### src/rtl/dcache_data_write_sched.sv
// Data-array write-port scheduler. Port 0 (refill/replay) normally has priority;
// port 1 (store writeback) is forced through after MAX_WAIT stalled cycles.
module dcache_data_write_sched #(
  parameter int WAY_W    = 8,
  parameter int ADDR_W   = 12,
  parameter int MASK_W   = 2,
  parameter int DATA_W   = 128,
  parameter int MAX_WAIT = 4
) (
  input  logic              clock,
  input  logic              reset,
  input  logic              io_in_0_valid,
  output logic              io_in_0_ready,
  input  logic [WAY_W-1:0]  io_in_0_bits_way_en,
  input  logic [ADDR_W-1:0] io_in_0_bits_addr,
  input  logic [MASK_W-1:0] io_in_0_bits_wmask,
  input  logic [DATA_W-1:0] io_in_0_bits_data,
  input  logic              io_in_1_valid,
  output logic              io_in_1_ready,
  input  logic [WAY_W-1:0]  io_in_1_bits_way_en,
  input  logic [ADDR_W-1:0] io_in_1_bits_addr,
  input  logic [DATA_W-1:0] io_in_1_bits_data,
  output logic              io_out_valid,
  input  logic              io_out_ready,
  output logic [WAY_W-1:0]  io_out_bits_way_en,
  output logic [ADDR_W-1:0] io_out_bits_addr,
  output logic [MASK_W-1:0] io_out_bits_wmask,
  output logic [DATA_W-1:0] io_out_bits_data,
  output logic              io_starve
);

  typedef struct packed {
    logic [WAY_W-1:0]  way_en;
    logic [ADDR_W-1:0] addr;
    logic [MASK_W-1:0] wmask;
    logic [DATA_W-1:0] data;
  } wr_req_t;

  localparam logic [2:0] MAX_CNT = 3'(MAX_WAIT);

  logic [2:0] cnt;
  logic       starve, load, fire_0, fire_1;
  wr_req_t    req_0, req_1, out_q;

  assign req_0 = {io_in_0_bits_way_en, io_in_0_bits_addr, io_in_0_bits_wmask, io_in_0_bits_data};
  // Store writebacks always cover both banks.
  assign req_1 = {io_in_1_bits_way_en, io_in_1_bits_addr, {MASK_W{1'b1}}, io_in_1_bits_data};

  assign starve    = (cnt == MAX_CNT);
  assign io_starve = starve;
  assign load      = !io_out_valid || io_out_ready;

  // Each ready looks only at the other port's valid, so no valid->ready loop.
  assign io_in_0_ready = load && (starve ? !io_in_1_valid : 1'b1);
  assign io_in_1_ready = load && (starve ? 1'b1 : !io_in_0_valid);

  assign fire_0 = io_in_0_valid && io_in_0_ready;
  assign fire_1 = io_in_1_valid && io_in_1_ready;

  always_ff @(posedge clock or negedge reset) begin
    if (!reset) begin
      io_out_valid <= 1'b0;
      out_q        <= '0;
    end else if (load) begin
      io_out_valid <= fire_0 || fire_1;
      if (fire_1)      out_q <= req_1;
      else if (fire_0) out_q <= req_0;
    end
  end

  // Backpressure stalls count too: a waiting port-1 request is waiting regardless of cause.
  always_ff @(posedge clock or negedge reset) begin
    if (!reset) begin
      cnt <= '0;
    end else if (io_in_1_valid && !fire_1) begin
      cnt <= starve ? cnt : cnt + 3'd1;
    end else begin
      cnt <= '0;
    end
  end

  assign io_out_bits_way_en = out_q.way_en;
  assign io_out_bits_addr   = out_q.addr;
  assign io_out_bits_wmask  = out_q.wmask;
  assign io_out_bits_data   = out_q.data;

endmodule

### config.mk
export PLATFORM = sky130hd
export DESIGN_NAME = dcache_data_write_sched
export DESIGN_NICKNAME = d
export VERILOG_FILES = /design/src/rtl/dcache_data_write_sched.sv
export SDC_FILE = /design/constraint.sdc
export NUM_CORES = 1
export LEC_CHECK = 0
export ABC_AREA = 0
export CORE_AREA = 2 2 175 177
export CTS_CLUSTER_SIZE = 10
export DETAILED_ROUTE_END_ITERATION = 10
export DIE_AREA = 0 0 177 179
export HOLD_SLACK_MARGIN = 0.15
export PLACE_DENSITY = 0.61
export SKIP_CTS_REPAIR_TIMING = 1
export SKIP_LAST_GASP = 1
export SYNTH_ARGS = -nofsm -noshare
export SYNTH_HDL_FRONTEND = slang
export SYNTH_SLANG_ARGS = --single-unit
### constraint.sdc
create_clock -name clock -period 2.45 [get_ports clock]
set_clock_uncertainty 0.05 [all_clocks]
set_input_delay 0.6125 -clock clock [delete_from_list [all_inputs] [get_ports clock]]
set_output_delay 0.6125 -clock clock [all_outputs]
set_load 0.02 [all_outputs]
# Yosys cells after proc, flatten, opt, wreduce, memory -nomap -nowiden
# Index checks and enable logic that the tools add are counted.
# word_totals
reg_bits	154
input_bits	303
elab_cells	28
# op_classes
n_addsub	1
n_eq_ne	2
muxes	6
reduce_logical	13
# ops
op	n
150-bit 2-to-1 mux	2
3-bit 2-to-1 mux	2
1-bit logical AND	5
1-bit logical NOT	4
3-bit by 1-bit adder with 3-bit output, second input constant	1
3-bit == test, second input constant	1
1-bit logical OR	2
1-bit 2-to-1 mux	2
2-bit != test, second input constant	1
2-bit AND reduction	1
2-bit nonzero test	1

# Depth between registers and ports, before layout
# logic_depth
depth_word	7
ltp_mapped	8

# Least setup slack after synthesis
# Ideal clock, no wire load.
# synth_path
kind	register to output
startpoint	register cnt[0]
endpoint	output io_in_0_ready
arrival_time_ns	1.714
required_time_ns	1.788
path_slack_ns	0.073
stages_incl_launch_ff	8
path_buffers	2
cell_sequence	dfrtp_1 inv_1 ha_1 nand2_2 clkbuf_1 buf_2 inv_2 a21oi_1
# synth_via
elab_chain_len	3
# synth_lines
element	line_no	rtl
start, declared	41	logic [2:0] cnt;
start signal, assigned	76	cnt <= starve ? cnt : cnt + 3'd1;
3-bit == test	49	assign starve = (cnt == MAX_CNT);
via io_starve	29	output logic io_starve
1-bit 2-to-1 mux	54	assign io_in_0_ready = load && (starve ? !io_in_1_valid : 1'b1);
1-bit logical AND	54	
end, declared	13	output logic io_in_0_ready,
# The timed path passes the listed nets, and every way through them passes these cells.

# Final worst setup path
# layout_path
startpoint	register cnt[0]
endpoint	output io_in_1_ready
# layout_via
elab_chain_len	3
# layout_lines
element	line_no	rtl
3-bit == test	49	
1-bit 2-to-1 mux	55	assign io_in_1_ready = load && (starve ? 1'b1 : !io_in_0_valid);
1-bit logical AND	55	
end, declared	19	output logic io_in_1_ready,
# No other way between the ends.

==> metrics.txt <==
Arr. time, crit path 1.61 ns; Synth warnings 0; Ports 457; vias in the first global route 9106; Seq/Total Area, Yosys 43.9%; root buffer cell clkbuf_16; Clock Pin Slew Worst Setup and Hold Paths 0.07 ns; Die W 177 um; RD Place Congestion 0.786; routed wire length 35400 um; count of input and output buffers 456; power per cell area 588 nW/um^2; met1 WL 14900 um; max cap viols 0; pre-CTS setup slack -0.169 ns; clock period minus worst slack 2.28 ns; gr ovfl total 0; Slowest-stage cell, CP dfrtp_1; crit start category flop; drt first pass iters 6; vias 9055; largest net degree at the start of global routing 80; Slew Viols, Final 0; CP peak stage delay 0.38 ns; most frequent cells in the layout clkdlybuf4s50_1, dfrtp_1, inv_1; chip height 179 um; normalized max-slew margin 43.4%; Syn Nets 1198; Peak VDD IR 0.000384 V; Inserted Clock Buffers 17; Syn-to-layout area delta 64.7%; CTS tree built; Setup crit end kind output port; Post-Layout Cell Count 1706; Max Clk Rate 439 MHz; initial antenna violation count 1; num rows 64; Cells after Synth 893; CP Cell Sequence inv_1 > ha_2 > nand2_4 > a21oi_1 > dlymetal6s2s_1; Critical Path Fanout Max 5; Syn Std Cell Area 8780 um^2; Final #Nets 1600; Synth Area per Inst 9.83 um^2; Hold Crit Class flop to flop; Setup WS post-layout 0.174 ns; die area 31700 um^2; Worst EP required 1.79 ns; Synth Register Bits 154; number of vias per cell 5.31; status finished, final reports clean; post-synth cell types 27; Clock Path Buffers 2; final core occ 48.1%; Global Route Usage Sum 21.6%; share of layout cells above drive strength 1 13.8%; H-Tree Depth 4; Worst Tran Pin Value 0.848 ns; Core ar. 30000 um^2; critical path class flop to output port; uppermost layer routed met4; worst r2r src cnt[0]; Tcrit/Tclk final 92.9%; initial core utilization 29.2%; 1st-iter DRT viols 598; worst skew pair latency 0.43 ns; dpl hpwl 23600 um; met2 wire len 16600 um; clock sink total 154; Critical Path Start cnt[0]; RSZ-0062 raised after global routing no; routed wl met3 2810 um; first-pass GRT wire length 53200 um; drt drc 0; endpoints failing setup 0; total leakage power 0.00605 uW; min-delay src io_out_bits_way_en[1]; DP Cell Count 1671; DR WL/cell 20.7 um; Final Hold Viols 0; Final ANT Viol Nets 0; kind of cell adding the most delay to the critical path flip-flops; Bufs and invs on worst path 2; commonest non-fill, non-tap cell in the layout clkdlybuf4s50_1
## layout make-up
| class | count | area, um^2 |
|---|---|---|
| clock inverter | 10 | 96.3 |
| antenna | 2 | 5.00 |
| clock buffer | 22 | 454 |
| multi-input combinational | 471 | 3860 |
| inverter | 152 | 573 |
| timing repair buffer | 499 | 5120 |
| sequential | 154 | 3850 |
| fill | 2874 | 15600 |
| tap | 396 | 495 |
## final timing paths
check / endpoint / cells past startpoint / slack [ns]
setup / recovery: io_in_1_ready / 5 / 0.17
setup reg to reg: io_out_bits_data[83] / 7 / 0.26
hold reg to reg: io_out_bits_way_en[1] / 2 / 0.49
hold / removal: io_out_bits_way_en[1] / 2 / 0.49
max in group asynchronous: io_out_bits_data[71] / 3 / 1.00
min in group asynchronous: io_out_bits_data[120] / 2 / 0.66
## metal layers
layer,GRT usage (%),vias to the layer above
met4,8.82,0
met1,27.8,4416
li1,-,4176
met2,34.3,408
met3,5.85,55
met5,0,-
## power breakdown
group / internal, uW / switching [uW] / total [uW]
clock: 1430 / 1130 / 2560
sequential: 2900 / 189 / 3090
combinational: 1450 / 1400 / 2850
total: 5770 / 2720 / 8500
## state kept, by name, indices dropped and copies added (netlist names)
register / flops
cnt: 3
io_out_bits_addr: 12
io_out_bits_data: 128
io_out_bits_way_en: 8
io_out_bits_wmask: 2
io_out_valid: 1
## logic make-up after synthesis
group	Yosys count	synth area share (%)
compound gates	457	42.5
flops	154	43.9
simple gates	12	0.713
fa+ha+maj	2	0.285
buf+inv	268	12.5
## cells in the mapped netlist
master	count	area, um^2
a21oi_1	6	30.0
a21boi_0	1	7.51
clkbuf_1	92	345
ha_1	2	25.0
buf_1	3	11.3
buf_2	10	50.1
or3_1	1	6.26
dfrtp_1	154	3850
nand2_1	2	7.51
o21ai_1	1	5.00
nand2b_1	1	6.26
o21ai_0	148	741
nor2b_1	1	6.26
inv_2	2	7.51
nor2_1	2	7.51
inv_1	150	563
nor3_1	2	10.0
a211o_1	1	8.76
nand2_2	1	6.26
o2111ai_1	148	1300
a2bb2oi_1	2	17.5
buf_6	11	124
o221ai_1	1	8.76
and3_1	1	6.26
nor2_2	1	6.26
o211ai_1	49	368
o211ai_2	100	1250
## through the flow
step	power (uW)	area, um^2	hold WS, ns	setup TNS (ns)
4_1_cts	8600	14400	0.109	-0.835
6_report	8500	14500	0.489	0
3_5_place_dp	5990	13900	0.478	-10.71
5_1_grt	8910	14500	0.517	0
3_3_place_gp	5960	13900	0.471	-9.90
2_1_floorplan	4370	8780	0.267	0
## worst register-to-register path, delay by kind of cell, from the launching register on
family | cells | cell delay [ns]
AO/OA/AOI/OAI | 2 | 0.77
adder cells (fa/ha/maj) | 1 | 0.24
buffers and inverters | 3 | 0.58
flip-flops | 1 | 0.38
AND/OR/NAND/NOR | 1 | 0.09
No activity file was read; power rests on OpenSTA's default activity.
